### config.mk
export PLATFORM = sky130hd
export DESIGN_NAME = mac_qdot
export DESIGN_NICKNAME = d
export VERILOG_FILES = /design/src/rtl/mac_pkg.sv /design/src/rtl/mac_qdot_lane.sv /design/src/rtl/mac_qdot.sv
export SDC_FILE = /design/constraint.sdc
export NUM_CORES = 2
export LEC_CHECK = 0
export ABC_AREA = 0
export CORE_MARGIN = 3
export CORE_UTILIZATION = 60
export DETAILED_ROUTE_END_ITERATION = 8
export HOLD_SLACK_MARGIN = 0.1
export PLACE_DENSITY = 0.88
export SLEW_MARGIN = 20
export SYNTH_ARGS = -nofsm -noshare
export SYNTH_HDL_FRONTEND = slang
export SYNTH_HIERARCHICAL = 1
export SYNTH_SLANG_ARGS = --single-unit
export TNS_END_PERCENT = 20
### constraint.sdc
create_clock -name clk -period 19.25 [get_ports clk]
set_clock_uncertainty 0.05 [all_clocks]
set_input_delay 3.85 -clock clk [delete_from_list [all_inputs] [get_ports clk]]
set_output_delay 3.85 -clock clk [all_outputs]
set_load 0.01 [all_outputs]
### src/rtl/mac_pkg.sv
// Shared definitions for the quantized dot-product MAC.
// Contents: controller state encoding, int8 clip limits, default lane count and accumulator width.
package mac_pkg;

    typedef enum logic [1:0] {
        IDLE  = 2'd0,
        ACC   = 2'd1,
        FLUSH = 2'd2,
        OUT   = 2'd3
    } state_t;

    localparam int INT8_MAX  = 127;
    localparam int INT8_MIN  = -128;
    localparam int LANES_DEF = 4;
    localparam int ACCW_DEF  = 32;

endpackage

### src/rtl/mac_qdot_lane.sv
// One lane of the dot-product MAC: multiplier (int8 or packed int4 pair), wrapping accumulator,
// and the bias / rounding shift / int8 saturation output stage.
// Ports:
//   clk, rst_n      clock, synchronous active-low reset
//   en_mul          register the product of a and b (beat accepted)
//   en_acc          add the registered product into the accumulator
//   clr             zero the accumulator (first beat of a dot product)
//   mode            0: int8 product, 1: sum of two signed int4 nibble products
//   shift           requantize right-shift amount
//   bias            bias added to the accumulator before requantization
//   a, b            signed operands
//   ld              register the requantized result
//   drop            clear the result registers (result accepted downstream)
//   data, sat       int8 result and clip flag
module mac_qdot_lane
    import mac_pkg::*;
#(
    parameter int DW   = 8,
    parameter int ACCW = ACCW_DEF
) (
    input  logic            clk,
    input  logic            rst_n,
    input  logic            en_mul,
    input  logic            en_acc,
    input  logic            clr,
    input  logic            mode,
    input  logic [4:0]      shift,
    input  logic [ACCW-1:0] bias,
    input  logic [DW-1:0]   a,
    input  logic [DW-1:0]   b,
    input  logic            ld,
    input  logic            drop,
    output logic [7:0]      data,
    output logic            sat
);

    localparam logic signed [ACCW:0] CLIP_HI = (ACCW+1)'(INT8_MAX);
    localparam logic signed [ACCW:0] CLIP_LO = (ACCW+1)'(INT8_MIN);

    logic signed [15:0] a_w, b_w, a_lo, b_lo, a_hi, b_hi, prod;
    logic [ACCW-1:0]    prod_q, acc, sum;
    logic signed [ACCW:0] s_ext, rnd, r;
    logic [7:0]         data_d;
    logic               sat_d;

    // All operands widened to 16 bits so the int4 pair sum (up to 128) cannot overflow.
    always_comb begin
        a_w  = {{(16-DW){a[DW-1]}}, a};
        b_w  = {{(16-DW){b[DW-1]}}, b};
        a_lo = {{12{a[3]}}, a[3:0]};
        b_lo = {{12{b[3]}}, b[3:0]};
        a_hi = {{12{a[7]}}, a[7:4]};
        b_hi = {{12{b[7]}}, b[7:4]};
        prod = mode ? (a_lo * b_lo + a_hi * b_hi) : (a_w * b_w);
    end

    always_ff @(posedge clk) begin
        if (!rst_n) begin
            prod_q <= '0;
            acc    <= '0;
        end else begin
            if (en_mul)
                prod_q <= {{(ACCW-16){prod[15]}}, prod};
            if (clr)
                acc <= '0;
            else if (en_acc)
                acc <= acc + prod_q;
        end
    end

    // Rounding is done one bit wider than the accumulator so adding the half-LSB cannot wrap.
    always_comb begin
        sum   = acc + bias;
        s_ext = {sum[ACCW-1], sum};
        rnd   = '0;
        if (shift != 5'd0)
            rnd = (ACCW+1)'(1) << (shift - 5'd1);
        r      = (s_ext + rnd) >>> shift;
        sat_d  = 1'b1;
        data_d = 8'h7F;
        if (r > CLIP_HI) begin
            data_d = 8'h7F;
        end else if (r < CLIP_LO) begin
            data_d = 8'h80;
        end else begin
            sat_d  = 1'b0;
            data_d = r[7:0];
        end
    end

    always_ff @(posedge clk) begin
        if (!rst_n) begin
            data <= '0;
            sat  <= 1'b0;
        end else if (drop) begin
            data <= '0;
            sat  <= 1'b0;
        end else if (ld) begin
            data <= data_d;
            sat  <= sat_d;
        end
    end

endmodule

### src/rtl/mac_qdot.sv
// Multi-lane quantized dot-product MAC. Accepts cfg_len operand beats per dot product, then emits
// one requantized, saturated int8 result per lane with a valid/ready handshake.
// Ports:
//   clk, rst_n                    clock, synchronous active-low reset
//   cfg_len, cfg_shift, cfg_int4  dot-product length (0 means 1), right shift, int4 packing
//   in_valid, in_ready            operand beat handshake
//   in_a, in_b, in_bias           per-lane operands; bias sampled with the first beat
//   out_valid, out_ready          result handshake
//   out_data, out_sat             per-lane int8 results and clip flags
//   busy                          controller not idle
//
// state | meaning
// IDLE  | waiting for the first beat of a dot product
// ACC   | accepting the remaining beats
// FLUSH | two cycles draining accumulate and requantize stages
// OUT   | result presented, waiting for out_ready
module mac_qdot
    import mac_pkg::*;
#(
    parameter int LANES = LANES_DEF,
    parameter int DW    = 8,
    parameter int ACCW  = ACCW_DEF,
    parameter int CNTW  = 16
) (
    input  logic                  clk,
    input  logic                  rst_n,
    input  logic [CNTW-1:0]       cfg_len,
    input  logic [4:0]            cfg_shift,
    input  logic                  cfg_int4,
    input  logic                  in_valid,
    output logic                  in_ready,
    input  logic [LANES*DW-1:0]   in_a,
    input  logic [LANES*DW-1:0]   in_b,
    input  logic [LANES*ACCW-1:0] in_bias,
    output logic                  out_valid,
    input  logic                  out_ready,
    output logic [LANES*8-1:0]    out_data,
    output logic [LANES-1:0]      out_sat,
    output logic                  busy
);

    state_t state, state_nx;

    logic [CNTW-1:0]       cnt, len_q, len_eff;
    logic [4:0]            shift_q;
    logic                  int4_q;
    logic [LANES*ACCW-1:0] bias_q;
    logic                  flush_cnt, acc_en_q;
    logic                  beat, first, ld_out, take_out, mode;

    assign in_ready  = (state == IDLE) || (state == ACC);
    assign out_valid = (state == OUT);
    assign busy      = (state != IDLE);
    assign beat      = in_valid & in_ready;
    assign first     = beat && (state == IDLE);
    assign take_out  = out_valid & out_ready;
    assign ld_out    = (state == FLUSH) && flush_cnt;
    assign len_eff   = (cfg_len == '0) ? CNTW'(1) : cfg_len;
    // The first beat's product is formed before int4_q has been latched.
    assign mode      = first ? cfg_int4 : int4_q;

    always_ff @(posedge clk) begin
        if (!rst_n)
            state <= IDLE;
        else
            state <= state_nx;
    end

    always_comb begin
        state_nx = state;
        unique case (state)
            IDLE:    if (beat) state_nx = (len_eff == CNTW'(1)) ? FLUSH : ACC;
            ACC:     if (beat && (cnt + CNTW'(1)) == len_q) state_nx = FLUSH;
            FLUSH:   if (flush_cnt) state_nx = OUT;
            OUT:     if (out_ready) state_nx = IDLE;
            default: state_nx = IDLE;
        endcase
    end

    always_ff @(posedge clk) begin
        if (!rst_n) begin
            cnt       <= '0;
            len_q     <= '0;
            shift_q   <= '0;
            int4_q    <= 1'b0;
            bias_q    <= '0;
            flush_cnt <= 1'b0;
            acc_en_q  <= 1'b0;
        end else begin
            acc_en_q  <= beat;
            flush_cnt <= (state == FLUSH) ? ~flush_cnt : 1'b0;
            if (first) begin
                cnt     <= CNTW'(1);
                len_q   <= len_eff;
                shift_q <= cfg_shift;
                int4_q  <= cfg_int4;
                bias_q  <= in_bias;
            end else if (beat) begin
                cnt <= cnt + CNTW'(1);
            end
        end
    end

    for (genvar i = 0; i < LANES; i++) begin : g_lane
        mac_qdot_lane #(
            .DW   (DW),
            .ACCW (ACCW)
        ) u_lane (
            .clk    (clk),
            .rst_n  (rst_n),
            .en_mul (beat),
            .en_acc (acc_en_q),
            .clr    (first),
            .mode   (mode),
            .shift  (shift_q),
            .bias   (bias_q[i*ACCW +: ACCW]),
            .a      (in_a[i*DW +: DW]),
            .b      (in_b[i*DW +: DW]),
            .ld     (ld_out),
            .drop   (take_out),
            .data   (out_data[i*8 +: 8]),
            .sat    (out_sat[i])
        );
    end

endmodule

==> After elaboration in Yosys (flattened, before gate mapping) <==
Index checks and enable logic that the tools add are counted.
{ "classes": {"add_sub_neg": 18, "n_mul": 12, "order_cmp": 8, "eq_ne": 9, "shifts": 5, "n_mux": 31, "bitwise": 4, "n_reduce_logical": 13} }
{ "op_table": {"columns": ["operator", "count"], "rows": [
  ["adder 32 bit", 8],
  ["adder 32 x 33 -> 33 bit", 4],
  ["greater-than comparator 33 x 8 -> 1 bit, second input constant", 4],
  ["< comparator 33 x 8 -> 1 bit, second input constant", 4],
  [">>> shifter 33 x 5 -> 33 bit", 4],
  ["two-way mux 16 bit", 5],
  ["adder 16 bit", 4],
  ["multiplier 4 x 4 -> 8 bit", 8],
  ["multiplier 8 x 8 -> 16 bit", 4],
  ["two-way mux 8 bit", 8],
  ["two-way mux 33 bit", 1],
  ["<< shifter 1 x 5 -> 33 bit, first input constant", 1],
  ["adder 16 x 1 -> 16 bit, second input constant", 1],
  ["equality test 16 x 1 -> 1 bit, second input constant", 1],
  ["equality test 16 bit", 1],
  ["zero test 16 bit", 1],
  ["two-way mux 1 bit", 11],
  ["two-way mux 2 bit", 5],
  ["case mux 2 bit (4 select lines)", 1],
  ["nonzero test 5 bit", 1],
  ["subtractor 5 x 1 -> 5 bit, second input constant", 1],
  ["equality test 2 bit, second input constant", 2],
  ["!= test 2 x 1 -> 1 bit, second input constant", 2],
  ["!= test 2 bit, second input constant", 2],
  ["10 further kinds", 16]
]} }
{ "totals": {"reg_bits": 398, "out_inout_bits": 39, "elab_cells": 125} }

==> Depth between registers and ports, before layout <==
{ "logic_depth": {"depth_word": 8, "depth_mapped": 34, "mapped_depth_nobuf": 33} }

==> Modules after synthesis <==
The synthesis kept the hierarchy.
{ "modules_own_cells": {"columns": ["mod", "instances", "cells_per_inst", "area_each_um2", "seq_area_each_um2"], "rows": [
  ["mac_qdot_lane at g_lane[0].u_lane", 1, 1750, 13575.5, 1141.1],
  ["mac_qdot_lane at g_lane[2].u_lane", 1, 1679, 13354.1, 1141.1],
  ["mac_qdot_lane at g_lane[3].u_lane", 1, 1692, 13048.8, 1141.1],
  ["mac_qdot_lane at g_lane[1].u_lane", 1, 1660, 12909.9, 1141.1],
  ["mac_qdot", 1, 825, 6580.1, 3403.3]
]} }

==> Worst setup path before layout <==
Ideal clock, no wire load.
{ "synth_timing": {"path_type": "input-to-reg", "from": "input port in_b[15]", "to": "register g_lane[1].u_lane.prod_q[11]", "arrival_time_ps": 8188, "required_time_ps": 19081, "path_slack_ps": 10894, "cell_stages": 18, "path_cell_list": "clkbuf_1 nand2b_1 fa_1 fa_1 fa_1 inv_1 fa_1 ha_1 o21ai_0 nand2b_1 a21o_1 a21o_1 a21o_1 a21oi_1 xnor2_1 and2_1 nand2b_1 o221a_2"} }
{ "synth_between": {"elab_chain_len": 3, "word_cells_on_any_way": 4, "cone_classes": "add/sub: 1; mul: 2; mux: 1"} }
{ "synth_lines": {"columns": ["element", "line", "rtl"], "rows": [
  ["start: declaration", "mac_qdot.sv:33", "input logic [LANES*DW-1:0] in_b,"],
  ["multiplier 4 x 4 -> 8 bit", "mac_qdot_lane.sv:54", "prod = mode ? (a_lo * b_lo + a_hi * b_hi) : (a_w * b_w);"],
  ["adder 16 bit", "mac_qdot_lane.sv:54", null],
  ["two-way mux 16 bit *", "mac_qdot_lane.sv:54", null],
  ["end signal: assignment", "mac_qdot_lane.sv:63", "prod_q <= {{(ACCW-16){prod[15]}}, prod};"],
  ["end: declaration", "mac_qdot_lane.sv:41", "logic [ACCW-1:0] prod_q, acc, sum;"]
]} }
Mark *: on every way between the ends. The rest lies on a longest branch, timed or not.
A chain may end at the register's enable or synchronous reset.

==> Worst setup path after layout <==
{ "layout_timing": {"from": "input port in_b[15]", "to": "register g_lane[1].u_lane.prod_q[13]"} }
The elaborated chain is that of the path after synthesis.

==> results.yml <==
floorplanning:
  row_count: 114
  start_util: 0.610
  die_height_um: 321
  ios: 257
  core_mm2: 0.0974
  die_w_um: 321
  die_area_mm2: 0.103
setup_path:
  r2r-end: "g_lane[2].u_lane/sat"
  path_class: "in -> reg"
  crit_start: "in_b[15]"
  ff2ff_path_depth: 33
  start_kind: "input pin"
  arrival_ns: 9.32
  reg2reg_setup_slack_ns: 10.61
  crit_path_end_kind: "register"
  cp-endpoint: "g_lane[1].u_lane/prod_q[13]"
  r2r-start: "g_lane[2].u_lane/acc[0]"
  critPathRequiredTime_ns: 19.71
  crit_fanout: 18
timing:
  setup_viol: 0
  finalHoldViolCount: 0
  finalSetupTns_ns: 0
  rsz0062_at_grt: "no"
  fmax_mhz: 113
  period_minus_slack_ns: 8.87
  slew-limit-headroom: 0.275
  finalWorstSetupSlack_ns: 10.39
  max_slew.worst_pin.slew_ns: 1.09
  finalCritPeriodShare: 0.461
  slew_viol_final: 0
power_and_ir_drop:
  p_per_area_mw_per_mm2: 93.7
  p_clk_frac: 0.146
  swShare: 0.482
  p_int_uw: 3110
  combPwrFrac: 0.672
  p_seq_frac: 0.182
  switching_power_uw: 2900
  ir_worst_vdd_mv: 0.0828
  leakagePower_uw: 0.0289
place:
  io_buffers: 256
  place_congestion: 0.983
  dp_slack_ns: 9.78
  detailed_place_hpwl_um: 136000
clocking:
  numCtsBuffers: 46
  clock-sinks: 398
  cts_hold_buf: 0
  root_buffer: "clkbuf_16"
  postCtsResizedCells: 0
  cts_setup_buffers: 0
  cts-htree-levels: 2
  worstSkewPairLatency_ns: 0.64
  clkSlewWorstSetupHoldPaths_ns: 0.06
  tritoncts: "done"
  cts.path.max_buffers: 3
route:
  drc_errors: 0
  first_pass_iters: 8
  antenna_left: 0
  viasPerCell: 6.37
  dr_total_vias: 56800
  routed_wl_um: 174000
  drt-initial-drc-count: 5682
  wl_per_cell_um: 19.5
final_layout:
  fin_nets: 8741
  drive_gt1_frac: 0.0511
  area_growth_pct: 7.74
synthesis:
  yosysTopAreaCellShare: 0.134
  yosysWarnings: 6
  synthArstFlopShare: 0
  synthFlopType: "dfxtp_1"
  yosysTopAreaCell: "dfxtp_1"
  synth_area_per_cell_um2: 7.82
  synth_cells: 7606
  ys_seq_area_frac: 0.134
  synth_most_common_cell: "nand2_1"
  netlist_top_cells_area: "dfxtp_1, ha_1, fa_1"
  synth_common_cells: "nand2_1, nor2_1, a21oi_1, ha_1, inv_1"
  synth.distinct_cells: 142
  synth.net_count: 8746
  ys_seq_elements: 398
  synth_edf_count: 0
  synth_area_mm2: 0.0595
grt:
  antenna_found_initial: 3
  grt_util_all_layers: 0.328
  grt_first_pass_wirelength_um: 282000
  grt-ovfl-total: 0
  grt_max_degree: 97
  grt_pass1_vias: 55100
worst_hold_path:
  holdCritStartpoint: "bias_q[37]"
  holdCritPathClass: "reg -> reg"
flow_run:
  max_cap_viol_count: 0
status:
  status: "completed"
## layout by cell type (no fill, tap or decap), drive strengths merged, types with 255 or more instances in the layout
cell and n:
a21oi 628, o21ai 349, inv 562, nor2 706
dfxtp 398, clkdlybuf4s50 255, nand2 791, fa 344
ha 578, xnor2 298
## flip-flops by register name (all words and copies together), names as in the netlist
name                  count
cnt                      16
flush_cnt                 1
len_q                    16
g_lane.u_lane/prod_q     64
acc_en_q                  1
bias_q                  128
shift_q                   5
g_lane.u_lane/acc       128
g_lane.u_lane/data       32
g_lane.u_lane/sat         4
state                     2
int4_q                    1
## power groups by stage
stage | Combinational [uW] | Sequential [uW] | Clock, uW
CTS | 3980 | 1090 | 888
global route | 4480 | 1110 | 915
floorplan | 3070 | 1030 | 0
detailed placement | 3950 | 1110 | 0
global placement | 3830 | 1100 | 0
finish | 4030 | 1090 | 876
## metrics by stage
| stage | area, um2 | std cells | hold WS, ns | util | total power [uW] |
|---|---|---|---|---|---|
| 2_1_floorplan | 59500 | 7606 | 0.391 | - | 4100 |
| 3_3_place_gp | 62600 | 8829 | 0.397 | 0.642 | 4940 |
| 6_report | 64100 | 8916 | 0.410 | 0.658 | 6010 |
| 3_5_place_dp | 62600 | 8829 | 0.402 | 0.642 | 5060 |
| 4_1_cts | 64100 | 8914 | 0.411 | 0.658 | 5960 |
| 5_1_grt | 64100 | 8914 | 0.430 | 0.658 | 6500 |
## layer usage
layer | GRT usage | vias up | part of all wire
met5 | 0 | - | 0.000069
met4 | 0.139 | 2 | 0.045
met3 | 0.0417 | 459 | 0.076
met2 | 0.548 | 2379 | 0.46
met1 | 0.430 | 26900 | 0.42
li1 | - | 27000 | -
## layout make-up
cell class / instances / area [um2]
timing repair buffer: 294 / 2850
fill: 8109 / 33300
inverter: 570 / 2150
antenna: 2 / 5.00
sequential: 398 / 7990
clock buffer: 71 / 1350
multi-input combinational: 6291 / 48000
tap: 1276 / 1600
clock inverter: 14 / 155
## cells by family (layout without fill, tap and decap cells)
family	after synthesis	after routing	share of synthesized area
other cells	4	6	0.000252
simple gates	2571	2571	0.206
compound gates	2074	2074	0.239
xor+xnor	439	439	0.0649
buf+inv	917	949	0.0594
mux	281	281	0.0588
flops	398	398	0.134
fa+ha+maj	922	922	0.237
## worst min path at each step
stage	end	slack, ns	cells past startpoint
2_1_floorplan	bias_q[0]	0.39	2
3_3_place_gp	bias_q[73]	0.40	2
3_5_place_dp	bias_q[93]	0.40	2
4_1_cts	bias_q[93]	0.41	2
5_1_grt	bias_q[76]	0.43	2
6_report	bias_q[37]	0.41	2
## critical path: stages
cell and delay (ns):
clkdlybuf4s50_1 0.99, nand2b_1 0.18, fa_1 0.57, fa_1 0.54
fa_1 0.56, inv_1 0.05, fa_1 0.46, ha_1 0.35
o21ai_0 0.10, nand2b_1 0.11, a21o_1 0.19, a21o_1 0.19
a21o_1 0.19, a21oi_1 0.17, xnor2_1 0.10, and2_1 0.20
nand2b_1 0.21, o221a_2 0.30
(Power assumes the default switching activity.)
